`src/rtl/dmux8way16_bank.sv`:
```
// rtl/dmux8way16_bank.sv - registered 8-way 16-bit write bank with per-lane occupancy
module dmux8way16_bank (
    input  logic        clk,
    input  logic        reset,
    input  logic [15:0] in,
    input  logic        in_valid,
    output logic        in_ready,
    input  logic [2:0]  sel,
    input  logic        auto,
    input  logic [7:0]  clr,
    output logic [15:0] a,
    output logic [15:0] b,
    output logic [15:0] c,
    output logic [15:0] d,
    output logic [15:0] e,
    output logic [15:0] f,
    output logic [15:0] g,
    output logic [15:0] h,
    output logic [7:0]  full,
    output logic [2:0]  ptr,
    output logic [3:0]  count
);

    logic [15:0] lane [8];
    logic [2:0]  tgt;
    logic        fire;
    logic [7:0]  full_next;
    logic [3:0]  pop_next;

    assign tgt      = auto ? ptr : sel;
    // No clear bypass: a lane freed by clr only becomes writable next cycle.
    assign in_ready = !full[tgt];
    assign fire     = in_valid && in_ready;

    always_comb begin
        full_next = full & ~clr;
        if (fire) begin
            full_next[tgt] = 1'b1;
        end
        pop_next = 4'd0;
        for (int i = 0; i < 8; i++) begin
            pop_next = pop_next + {3'b000, full_next[i]};
        end
    end

    always_ff @(posedge clk) begin
        if (reset) begin
            for (int i = 0; i < 8; i++) begin
                lane[i] <= 16'h0000;
            end
            full  <= 8'h00;
            ptr   <= 3'd0;
            count <= 4'd0;
        end else begin
            full  <= full_next;
            count <= pop_next;
            if (fire) begin
                lane[tgt] <= in;
                if (auto) begin
                    ptr <= ptr + 3'd1;
                end
            end
        end
    end

    assign a = lane[0];
    assign b = lane[1];
    assign c = lane[2];
    assign d = lane[3];
    assign e = lane[4];
    assign f = lane[5];
    assign g = lane[6];
    assign h = lane[7];

endmodule

```
`config.mk`:
```
export PLATFORM = sky130hd
export DESIGN_NAME = dmux8way16_bank
export DESIGN_NICKNAME = d
export VERILOG_FILES = /design/src/rtl/dmux8way16_bank.sv
export SDC_FILE = /design/constraint.sdc
export NUM_CORES = 1
export LEC_CHECK = 0
export ABC_AREA = 1
export CAP_MARGIN = 20
export CORE_MARGIN = 2
export CORE_UTILIZATION = 30
export DETAILED_ROUTE_END_ITERATION = 10
export RECOVER_POWER = 100
export SYNTH_ARGS = -nofsm -noshare
export SYNTH_HDL_FRONTEND = slang
export SYNTH_SLANG_ARGS = --single-unit
export TNS_END_PERCENT = 50
```
`constraint.sdc`:
```
create_clock -name clk -period 4.4 [get_ports clk]
set_clock_uncertainty 0.1 [all_clocks]
set_input_delay 0.88 -clock clk [delete_from_list [all_inputs] [get_ports clk]]
set_output_delay 0.88 -clock clk [all_outputs]
set_load 0.005 [all_outputs]
```
After elaboration in Yosys (flattened, before gate mapping)
Memories as Yosys holds them, arrays and structs flattened.
Index checks and enable logic that the tools add are counted.
{"block": "totals", "word_cells": 36, "memories": 1, "reg_bits": 15, "in_bits": 31, "mem_bits_rw": 128}
{"block": "classes", "magnitude_cmp": 2, "n_addsub": 8, "bitwise_logic": 3, "reduce_logical": 5, "mux": 14}
{"name": "lane", "words": 8, "width": 16, "read_ports": 8, "rd_clocked_by_memory_dff": 0, "wr": 8, "line_no": "24", "rtl": "logic [15:0] lane [8];"}
{"operator": "$add 4x1->4", "count": 4}
{"operator": "$mux 16", "count": 1}
{"operator": "$reduce_or 16->1", "count": 1}
{"operator": "$and 8x8->8", "count": 1}
{"operator": "$mux 1", "count": 8}
{"operator": "$mux 8", "count": 1}
{"operator": "$not 8->8", "count": 1}
{"operator": "$or 8x8->8", "count": 1}
{"operator": "$mux 3", "count": 2}
{"operator": "$add 3x1->4", "count": 1}
{"operator": "$lt 3x4->1 const B", "count": 1}
{"operator": "$add 2x1->3", "count": 1}
{"operator": "$add 3x1->3 const B", "count": 1}
{"operator": "$bmux 1 s3", "count": 1}
{"operator": "$demux 1 s3", "count": 1}
{"operator": "$ge 3x1->1 const B", "count": 1}
{"operator": "$add 1x1->2", "count": 1}
{"operator": "$logic_and 1x1->1", "count": 2}
{"operator": "$reduce_and 2->1", "count": 1}
{"operator": "$logic_not 1->1", "count": 1}

Longest topological paths before layout
Gate-level depths: netlist (run 1).
{"block": "logic_depth", "ltp_word": 14, "mapped_depth": 21, "mapped_depth_nobuf": 19}

Least setup slack after synthesis (run 1)
Ideal clock, no wire load.
{"block": "synth_path", "kind": "input -> register", "startpoint": "in auto", "endpoint": "reg count[2]", "required_ps": 4172, "setup_slack_ps": 3, "arrival_time_ps": 4169, "path_stages": 21, "n_path_buf": 2, "cell_sequence": "buf_2 -> inv_2 -> nand2_2 -> nand2_4 -> nand2_1 -> nand3_1 -> nand2_1 -> nor2_4 -> buf_2 -> nand3_1 -> nand2_1 -> fa_1 -> inv_1 -> fa_1 -> fa_1 -> inv_1 -> ha_1 -> inv_1 -> fa_1 -> xor2_1 -> nor2_1"}
{"block": "synth_via", "elab_cells_between_ends": 19, "classes_between": "7 x add/sub; 2 x order compare; 6 x mux; 1 x bitwise; 3 x reduce/logical"}
{"item": "start: declaration", "line_no": "9", "rtl": "input logic auto,"}
{"item": "$mux 3", "line_no": "30", "rtl": "assign tgt = auto ? ptr : sel;"}
{"item": "$bmux 1 s3", "line_no": "32", "rtl": "assign in_ready = !full[tgt];"}
{"item": "$mux 1 (implied by the code)", "line_no": "32"}
{"item": "$logic_not 1->1", "line_no": "32"}
{"item": "named net in_ready", "line_no": "7", "rtl": "output logic in_ready,"}
{"item": "$logic_and 1x1->1", "line_no": "33", "rtl": "assign fire = in_valid && in_ready;"}
{"item": "$mux 8", "line_no": "37", "rtl": "if (fire) begin"}
{"item": "named net full_next[1]", "line_no": "27", "rtl": "logic [7:0] full_next;"}
{"item": "$add 1x1->2", "line_no": "42", "rtl": "pop_next = pop_next + {3'b000, full_next[i]};"}
{"item": "$add 2x1->3", "line_no": "42"}
{"item": "$add 3x1->4", "line_no": "42"}
{"item": "$add 4x1->4 (4 in series)", "line_no": "42"}
{"item": "end signal: assignment", "line_no": "56", "rtl": "count <= pop_next;"}
{"item": "end: declaration", "line_no": "21", "rtl": "output logic [3:0] count"}
The timed path passes the listed nets, and every way through them passes these cells. The select of a mux whose other input is x is not followed.
A chain may end at the register's enable or synchronous reset.

Worst setup path after layout (run 1)
{"block": "layout_path", "startpoint": "in auto", "endpoint": "reg count[2]"}
{"block": "layout_via", "elab_chain_len": 14, "elab_cells_between_ends": 19, "classes_between": "7 x add/sub; 2 x order compare; 6 x mux; 1 x bitwise; 3 x reduce/logical"}
{"item": "$mux 3 *", "line_no": "30"}
{"item": "$lt 3x4->1 (implied by the code) / $ge 3x1->1 (equally long branches)", "line_no": "38", "rtl": "full_next[tgt] = 1'b1;"}
{"item": "$logic_and 1x1->1 (implied by the code)", "line_no": "38"}
{"item": "$mux 1 (implied by the code)", "line_no": "38"}
{"item": "$demux 1 s3", "line_no": "38"}
{"item": "$or 8x8->8 (no line)"}
{"item": "$mux 8 *", "line_no": "37"}
{"item": "named net full_next[1]", "line_no": "27"}
{"item": "$add 1x1->2 *", "line_no": "42"}
{"item": "$add 2x1->3 *", "line_no": "42"}
{"item": "$add 3x1->4 *", "line_no": "42"}
{"item": "$add 4x1->4 * (4 in series)", "line_no": "42"}
Mark *: on every way through the listed nets, which the timed path passes. The rest lies on a longest branch. The select of a mux whose other input is x is not followed.

==> flow_metrics.env, run 1 <==
export IMPL_clk_pin_slew_worst_paths_ns=0.07
export IMPL_routed_wl_um=15500
export IMPL_synth_top_area_cell="edfxtp_1"
export IMPL_cts_htree_levels=4
export IMPL_synth_top_cell_area_share=0.685
export IMPL_initial_core_util=0.303
export IMPL_r2r_cells=19
export IMPL_pin_count=175
export IMPL_failed_checks="DRC"
export IMPL_synth_avg_cell_area_sq_um=12.5
export IMPL_synth_seq_cells=143
export IMPL_finalCriticalPeriod_ns=4.15
export IMPL_cts_root_buf="clkbuf_16"
export IMPL_hold_violations=0
export IMPL_hold_path_depth=2
export IMPL_hold_path_end="ptr[0]"
export IMPL_critPathKind="input port to flop"
export IMPL_syn_cell_area_sq_um=5610
export IMPL_synth_ff_type="edfxtp_1"
export IMPL_pwr_density_cell_nw_per_um2=404
export IMPL_holdWs_ns=0.443
export IMPL_critPathRequiredTime_ns=4.65
export IMPL_finalMaxSlewViolations=0
export IMPL_p_leak_nw=3.59
export IMPL_max_freq_ghz=0.241
export IMPL_grt_first_pass_wirelength_um=23200
export IMPL_io_buffers=174
export IMPL_grt_start_max_net_pins=17
export IMPL_ant_nets=0
export IMPL_crit_arrival_ns=4.40
export IMPL_drt_vias_per_instance=4.48
export IMPL_path_cells="clkbuf_2 -> inv_2 -> nand2_1 -> nand2_1 -> nor2_1 -> nand3_1 -> nand2_2 -> nor2_4 -> nand3_2 -> nand2_2 -> fa_1 -> inv_2 -> fa_1 -> fa_1 -> inv_2 -> ha_4 -> inv_1 -> fa_2 -> xor2_2 -> nor2_1"
export IMPL_drive_gt1_frac=0.137
export IMPL_fin_setup_tns_ns=0
export IMPL_hp_start="ptr[0]"
export IMPL_worstSkewPairLatency_ns=0.42
export IMPL_synth_async_reset_ratio=0
export IMPL_die_height_um=141
export IMPL_maxSlewHeadroom=0.299
export IMPL_status="finished, violations left"
export IMPL_synth_top_cells_by_count="nor2_1, edfxtp_1, inv_1"
export IMPL_die_area_sq_um=19800
export IMPL_rrSetupSlack_ns=0.49
export IMPL_drtIter0Drc=337
export IMPL_cts_buffers=17
export IMPL_antenna_cells=0
export IMPL_cts_buffer_depth=2
export IMPL_antenna_found_initial=0
export IMPL_gp_congestion=0.828
export IMPL_synth_cell_types=21
export IMPL_startpoint="auto"
export IMPL_syn_nets=489
export IMPL_clock_sinks=143
export IMPL_tightest_slew_ns=1.05
export IMPL_synth_most_common_cell="nor2_1"
export IMPL_seqCellArea_sq_um=4140
export IMPL_worstSetupEndpointType="flop"
export IMPL_multi_input_area_sq_um=1200
export IMPL_firstDrtPassIters=9
export IMPL_vdd_ir_drop_max_uv=257
export IMPL_max_cap_viol_count=0
export IMPL_reg2reg_from="ptr[1]"
export IMPL_nFillCells=1679
export IMPL_drc_errors=3
export IMPL_crit_path_start_kind="input port"
export IMPL_critical_path_max_stage_delay_ns=0.55
export IMPL_place_ws_ns=-0.643
export IMPL_syn_inst=450
export IMPL_grt_overflow=0
export IMPL_grt_usage=0.157
export IMPL_hold_buffers=0
export IMPL_min_path_type="flop to flop"
export IMPL_yosys_warnings=0
export IMPL_setup_viol=0
export IMPL_fp_row_count=50
export IMPL_synth_seq_area_share=0.739
export IMPL_die_x_um=141
export IMPL_core_region_area_sq_um=18500
export IMPL_final_period_utilization=0.942
export IMPL_synth_edf_count=128
export IMPL_fin_nets=705
export IMPL_regToRegEndpoint="count[2]"
export IMPL_grt_pass1_vias=4009
export IMPL_area_growth_pct=49.4
export IMPL_place_detailed_hpwl_um=10900
export IMPL_slowest_stage="fa_1"
export IMPL_vias=4089
export IMPL_synthTopCellsByArea="edfxtp_1, nor2_1, dfxtp_1"
export IMPL_fin_ws_ns=0.253
export IMPL_final_util=0.453
export IMPL_tritoncts="built"
export IMPL_power_total_w=0.00339
export IMPL_wire_per_inst_um=17.0
export IMPL_cp_max_fo=7
[timing repair]
item | CTS | global route
gates resized for setup | 1 | 29
endpoints found under the setup margin | 2 | 2
pin swaps | 0 | 20
gates cloned | 0 | 0
buffers inserted | 0 | 5
[cells by family after synthesis]
logic type	count (synthesis)	share of synthesized area
AND/OR/NAND/NOR	230	0.179
flip-flops	143	0.739
buffers and inverters	60	0.0500
adder cells (fa/ha/maj)	8	0.0232
AO/OA/AOI/OAI	7	0.00624
XOR/XNOR	2	0.00312
[sequential cells by signal, indices dropped and copies added (netlist names)]
name / count
full: 8
ptr: 3
count: 4
lane: 128
[worst max-delay path by stage]
stage | end | slack (ns) | cells past startpoint
3_3_place_gp | count[2] | -0.40 | 20
5_1_grt | count[2] | -0.004 | 20
3_5_place_dp | count[2] | -0.64 | 20
4_1_cts | count[2] | 0.02 | 20
2_1_floorplan | count[2] | 0.003 | 21
6_report | count[2] | 0.25 | 20
[per-layer routing]
metal | up-vias | routed length [um] | global-route usage | part of all wire
li1 | 1910 | - | - | -
met2 | 221 | 7600 | 0.261 | 0.49
met5 | - | 0 | 0 | 0
met3 | 17 | 1250 | 0.0448 | 0.081
met4 | 0 | 176 | 0.0458 | 0.011
met1 | 1941 | 6500 | 0.200 | 0.42
[metrics by stage]
| stage | cells | instance area, sq um |
|---|---|---|
| floorplan | 450 | 5610 |
| global placement | 876 | 7770 |
| detailed placement | 876 | 7770 |
| CTS | 908 | 8360 |
| global route | 913 | 8380 |
| finish | 913 | 8380 |
[layout by cell type, fill, tap and decap left out, drive strengths merged]
cell type      instances
nor2                 152
dlygate4sd3          144
edfxtp               128
inv                   52
nand2                 50
clkbuf                34
clkdlybuf4s50         26
buf                   21
nand3                 17
dfxtp                 15
or2                    8
a21oi                  7
clkinv                 6
fa                     4
ha                     4
nand4                  3
dlymetal6s2s           3
bufinv                 2
xor2                   2
clkinvlp               1
[layout make-up]
class	count	share of cell area
flip-flops and latches	143	0.494
well taps	234	0.0349
multi-input cells	247	0.143
repair buffers	210	0.236
inverters	47	0.0211
clock buffers	18	0.0512
clock inverters	14	0.0188
[where the power goes]
part,internal [W],leakage (nW),switching (W)
clock,0.000847,0.289,0.000581
combinational,0.000179,1.85,0.000195
sequential,0.00156,1.45,0.0000246
[critical path, delay by kind of cell]
family                     cells  cell delay [ns]
and+or+nand+nor                9             0.87
buffers and inverters          5             0.42
xor gates and xnor gates       1             0.18
adders and majority gates      5             2.03
Power figures use the tool's default switching activity.
==> run 2: changes to the inputs <==
- ABC_AREA: 1 -> unset
- PLACE_DENSITY: unset -> 0.56
==> flow_metrics.env, run 2 <==
export IMPL_status="finished, violations left"
export IMPL_failed_checks="capacitance limit, slew limit"
export IMPL_vdd_ir_drop_max_uv=264
export IMPL_multi_input_area_sq_um=1360
export IMPL_path_cells="buf_6 -> buf_4 -> buf_4 -> a31oi_1 -> o22ai_2 -> buf_4 -> or3_4 -> o21ai_4 -> fa_1 -> inv_1 -> fa_1 -> fa_1 -> inv_2 -> ha_4 -> inv_2 -> fa_2 -> nor2_1"
export IMPL_critPathRequiredTime_ns=4.61
export IMPL_p_comb_frac=0.102
export IMPL_drtIter0Drc=278
export IMPL_clock_sinks=143
export IMPL_final_cell_count_no_fill=871
export IMPL_initial_core_util=0.303
export IMPL_cts_buffer_depth=2
export IMPL_syn_nets=461
export IMPL_dpl_cell_area_sq_um=7750
export IMPL_slowest_stage="fa_2"
export IMPL_cts_htree_levels=4
export IMPL_synth_ff_type="edfxtp_1"
export IMPL_synth_top_area_cell="edfxtp_1"
export IMPL_crit_arrival_ns=4.53
export IMPL_dp_cells=832
export IMPL_hp_start="full[7]"
export IMPL_pin_count=175
export IMPL_cp_num_buf_inv=7
export IMPL_grt_usage=0.169
export IMPL_cts_buffers=17
export IMPL_area_growth_pct=49.3
export IMPL_setup_viol=0
export IMPL_yosys_warnings=0
export IMPL_tritoncts="built"
export IMPL_layout_common_cells="dlygate4sd3_1, nor2_1, edfxtp_1, nand3_1, clkdlybuf4s50_1"
export IMPL_synth_async_reset_ratio=0
export IMPL_fin_nets=664
export IMPL_io_buffers=174
export IMPL_crit_path_start_kind="input port"
export IMPL_core_region_area_sq_um=18600
export IMPL_antenna_found_initial=0
export IMPL_firstDrtPassIters=4
export IMPL_antenna_cells=0
export IMPL_seq_power_share=0.472
export IMPL_top_regs="lane x128, full x8, count x4"
export IMPL_switchingPower_w=0.000736
export IMPL_vias=4084
export IMPL_largest_register_ffs=128
export IMPL_synth_most_common_cell="nor2_1"
export IMPL_synth_top_cells_by_count="nor2_1, edfxtp_1, nand3_1"
export IMPL_synth_seq_cells=143
export IMPL_pwr_density_cell_nw_per_um2=396
export IMPL_synth_cell_types=32
export IMPL_gp_congestion=0.847
export IMPL_reg2reg_from="ptr[0]"
export IMPL_synth_edf_count=128
export IMPL_cts_root_buf="clkbuf_16"
export IMPL_die_x_um=141
export IMPL_ant_nets=0
export IMPL_syn_cell_area_sq_um=5630
export IMPL_synth_top_cell_area_share=0.682
export IMPL_hold_violations=0
export IMPL_synthTopCellsByArea="edfxtp_1, nor2_1, dfxtp_1"
export IMPL_cp_max_fo=5
export IMPL_worstSkewPairLatency_ns=0.42
export IMPL_tightest_slew_ns=1.96
export IMPL_final_period_utilization=0.982
export IMPL_nFillCells=1673
export IMPL_startpoint="auto"
export IMPL_top_register="lane"
export IMPL_min_path_type="flop to flop"
export IMPL_grt_pass1_vias=4139
export IMPL_synth_avg_cell_area_sq_um=13.3
export IMPL_fin_area_sq_um=8410
export IMPL_finalCriticalPeriod_ns=4.32
export IMPL_drt_vias_per_instance=4.69
export IMPL_place_detailed_hpwl_um=11600
export IMPL_synth_seq_area_share=0.736
export IMPL_critical_path_max_stage_delay_ns=0.50
export IMPL_die_height_um=141
export IMPL_finalMaxSlewViolations=37
export IMPL_drive_gt1_frac=0.127
export IMPL_max_cap_viol_count=1
export IMPL_critPathKind="input port to flop"
export IMPL_grt_first_pass_wirelength_um=24800
export IMPL_max_freq_ghz=0.231
export IMPL_worstSetupEndpointType="flop"
export IMPL_seqCellArea_sq_um=4140
export IMPL_fp_row_count=50
export IMPL_maxSlewHeadroom=-0.304
export IMPL_p_sw_frac=0.221
export IMPL_power_frac_clock=0.426
export IMPL_clk_pin_slew_worst_paths_ns=0.06
export IMPL_die_area_sq_um=19900
export IMPL_cell_internal_pwr_w=0.00259
export IMPL_drc_errors=0
export IMPL_critPathTopFamily="adder cells"
export IMPL_wire_per_inst_um=19.0
export IMPL_grt_start_max_net_pins=38
export IMPL_routed_wl_um=16500
export IMPL_final_common_cell="dlygate4sd3_1"
export IMPL_grt_overflow=0
export IMPL_syn_inst=422
export IMPL_p_leak_nw=3.18
-- run 2: layout make-up --
type                    instances  share of cell area
well taps                     234              0.0348
inverters                      12             0.00536
clock buffers                  19              0.0515
clock inverters                12              0.0171
flip-flops and latches        143               0.493
multi-input cells             240               0.161
repair buffers                211               0.237
-- run 2: path summary, 6_finish.rpt --
path / to / slack [ns] / cells after the start
worst max-delay path: count[1] / 0.08 / 17
worst min-delay path: full[7] / 0.45 / 2
worst max register to register: count[1] / 0.30 / 15
worst min register to register: full[7] / 0.45 / 2
-- run 2: cell families (layout without fill, tap and decap cells) --
family                   count (synthesis)  count (layout)  share of synthesized area
buffers and inverters                   39             254                     0.0391
adder cells (fa/ha/maj)                  8               8                     0.0231
flip-flops                             143             143                      0.736
XOR/XNOR                                 1               1                    0.00156
multiplexers                             8               8                     0.0153
AO/OA/AOI/OAI                           33              33                     0.0413
AND/OR/NAND/NOR                        190             190                      0.144
-- run 2: worst reg2reg max path: stages, from the launching register on --
cell and delay, ns:
dfxtp_1 0.43, mux2_4 0.24, mux2i_2 0.23, o22ai_2 0.13, buf_4 0.15, or3_4 0.40, o21ai_4 0.15, fa_1 0.42
inv_1 0.08, fa_1 0.43, fa_1 0.45, inv_2 0.08, ha_4 0.13, inv_2 0.04, fa_2 0.51, nor2_1 0.04
-- run 2: power by group through the flow --
| stage | sequential [W] | clock [W] | combinational (W) |
|---|---|---|---|
| after global routing | 0.00158 | 0.00150 | 0.000369 |
| final | 0.00157 | 0.00142 | 0.000340 |
| after detailed placement | 0.00160 | 0 | 0.000359 |
| after floorplan | 0.00160 | 0 | 0.000124 |
| after CTS | 0.00157 | 0.00144 | 0.000368 |
| after global placement | 0.00160 | 0 | 0.000353 |
-- run 2: what timing repair did --
item | 4_1_cts | 5_1_grt
setup endpoints to repair | 3 | 2
setup buffers | 5 | 3
pin swaps | 10 | 11
cloned | 0 | 0
hold buffers | 0 | 0
gates resized for setup | 18 | 9
-- run 2: through the flow --
step | power (W) | utilization | setup TNS, ns | setup WS [ns] | hold WS [ns]
6_report | 0.00333 | 0.453 | 0 | 0.0778 | 0.446
3_3_place_gp | 0.00195 | 0.417 | -2.03 | -0.690 | 0.438
3_5_place_dp | 0.00196 | 0.417 | -2.48 | -0.835 | 0.431
5_1_grt | 0.00344 | 0.453 | -0.0561 | -0.0391 | 0.476
4_1_cts | 0.00338 | 0.451 | -0.0330 | -0.0330 | 0.448
2_1_floorplan | 0.00173 | - | -0.346 | -0.188 | 0.404
-- run 2: routing by layer --
| layer | wire (um) | track usage |
|---|---|---|
| met5 | 0 | 0 |
| met4 | 154 | 0.0447 |
| met3 | 1180 | 0.0533 |
| met2 | 8200 | 0.282 |
| met1 | 6970 | 0.215 |
==> run 3: changes to the inputs <==
- CAP_MARGIN: 20 -> unset
- CTS_BUF_LIST: unset -> sky130_fd_sc_hd__clkbuf_16
- SKIP_LAST_GASP: unset -> 1
==> flow_metrics.env, run 3 (synthesis results as in run 2) <==
export IMPL_crit_path_start_kind="input port"
export IMPL_grt_pass1_vias=4139
export IMPL_cp_max_fo=5
export IMPL_tightest_slew_ns=1.96
export IMPL_antenna_cells=0
export IMPL_dpl_cell_area_sq_um=7750
export IMPL_core_region_area_sq_um=18600
export IMPL_final_util=0.453
export IMPL_area_growth_pct=49.3
export IMPL_setup_viol=0
export IMPL_fp_row_count=50
export IMPL_grt_overflow=0
export IMPL_worstSetupEndpointType="flop"
export IMPL_wire_per_inst_um=18.9
export IMPL_cts_root_buf="clkbuf_16"
export IMPL_largest_register_ffs=128
export IMPL_drtIter0Drc=264
export IMPL_critPathKind="input port to flop"
export IMPL_vdd_ir_drop_max_uv=262
export IMPL_top_register="lane"
export IMPL_critPathRequiredTime_ns=4.60
export IMPL_place_ws_ns=-0.835
export IMPL_pin_count=175
export IMPL_final_period_utilization=0.983
export IMPL_min_path_type="flop to flop"
export IMPL_failed_checks="capacitance limit, slew limit"
export IMPL_drt_vias_per_instance=4.70
export IMPL_grt_first_pass_wirelength_um=24800
export IMPL_cts_htree_levels=4
export IMPL_firstDrtPassIters=4
export IMPL_maxSlewHeadroom=-0.308
export IMPL_antenna_found_initial=0
export IMPL_hold_violations=0
export IMPL_tritoncts="built"
export IMPL_grt_start_max_net_pins=38
export IMPL_finalMaxSlewViolations=37
export IMPL_place_detailed_hpwl_um=11600
export IMPL_nFillCells=1673
export IMPL_top_regs="lane x128, full x8, count x4"
export IMPL_status="finished, violations left"
export IMPL_drive_gt1_frac=0.127
export IMPL_die_x_um=141
export IMPL_clk_pin_slew_worst_paths_ns=0.06
export IMPL_gp_congestion=0.847
export IMPL_rrSetupSlack_ns=0.30
export IMPL_ant_nets=0
export IMPL_routed_wl_um=16500
export IMPL_multi_input_area_sq_um=1360
export IMPL_fin_ws_ns=0.0745
export IMPL_seqCellArea_sq_um=4140
export IMPL_layout_common_cells="dlygate4sd3_1, nor2_1, edfxtp_1, nand3_1, clkdlybuf4s50_1"
export IMPL_max_freq_ghz=0.231
export IMPL_max_cap_viol_count=1
export IMPL_crit_arrival_ns=4.53
export IMPL_cts_buffers=17
export IMPL_fin_area_sq_um=8410
export IMPL_fin_nets=664
export IMPL_clock_sinks=143
export IMPL_io_buffers=174
export IMPL_finalCriticalPeriod_ns=4.33
export IMPL_initial_core_util=0.303
export IMPL_p_leak_nw=3.18
export IMPL_vias=4093
export IMPL_drc_errors=0
export IMPL_final_common_cell="dlygate4sd3_1"
export IMPL_pwr_density_cell_nw_per_um2=395
export IMPL_worstSkewPairLatency_ns=0.41
export IMPL_holdWs_ns=0.449
export IMPL_cts_buffer_depth=2
export IMPL_power_total_w=0.00332
export IMPL_die_area_sq_um=19900
export IMPL_die_height_um=141
export IMPL_grt_usage=0.169
run 3: cell types whose count changed in the layout (fill, tap and decap cells not counted):
cell / delta
clkbuf_1: -2
inv_1: +2
run 3: final timing paths:
check	from	endpoint	cells after the start
max	auto	count[1]	17
min	full[7]	full[7]	2
max reg2reg	ptr[0]	count[1]	15
min reg2reg	full[7]	full[7]	2
run 3: where the power goes:
part	internal [W]	total, W	switching (W)
clock network	0.000877	0.00141	0.000534
registers	0.00155	0.00157	0.0000227
logic	0.000162	0.000340	0.000179
run 3: layer usage:
metal,vias to the layer above,track usage,share of wire
li1,1897,-,-
met1,2004,0.215,0.42
met2,179,0.282,0.49
met3,13,0.0533,0.077
met4,0,0.0447,0.0097
met5,-,0,0
run 3: per-stage QoR:
step | instances | TNS (ns)
global placement | 832 | -2.03
finish | 871 | 0
global route | 871 | -0.0561
detailed placement | 832 | -2.48
CTS | 868 | -0.0330
floorplan | 422 | -0.346
run 3: critical path, cell delays in order:
cell and delay [ns]:
buf_6 0.09, buf_4 0.14, buf_4 0.15, a31oi_1 0.27, o22ai_2 0.13, buf_4 0.15, or3_4 0.40, o21ai_4 0.15
fa_1 0.42, inv_1 0.08, fa_1 0.43, fa_1 0.45, inv_2 0.08, ha_4 0.13, inv_2 0.03, fa_2 0.50
nor2_1 0.04
run 3: repair_timing:
| action | 4_1_cts | 5_1_grt |
|---|---|---|
| setup endpoints to repair | 3 | 2 |
| hold buffers | 0 | 0 |
| resized for setup | 18 | 9 |
| setup buffers | 5 | 3 |
| pin swaps | 10 | 11 |
run 3: layout make-up:
| class | count | area share |
|---|---|---|
| Tap cell | 234 | 0.0348 |
| Clock buffer | 17 | 0.0506 |
| Timing Repair Buffer | 211 | 0.237 |
| Sequential cell | 143 | 0.493 |
| Inverter | 12 | 0.00536 |
| Multi-Input combinational cell | 240 | 0.161 |
| Clock inverter | 14 | 0.0180 |
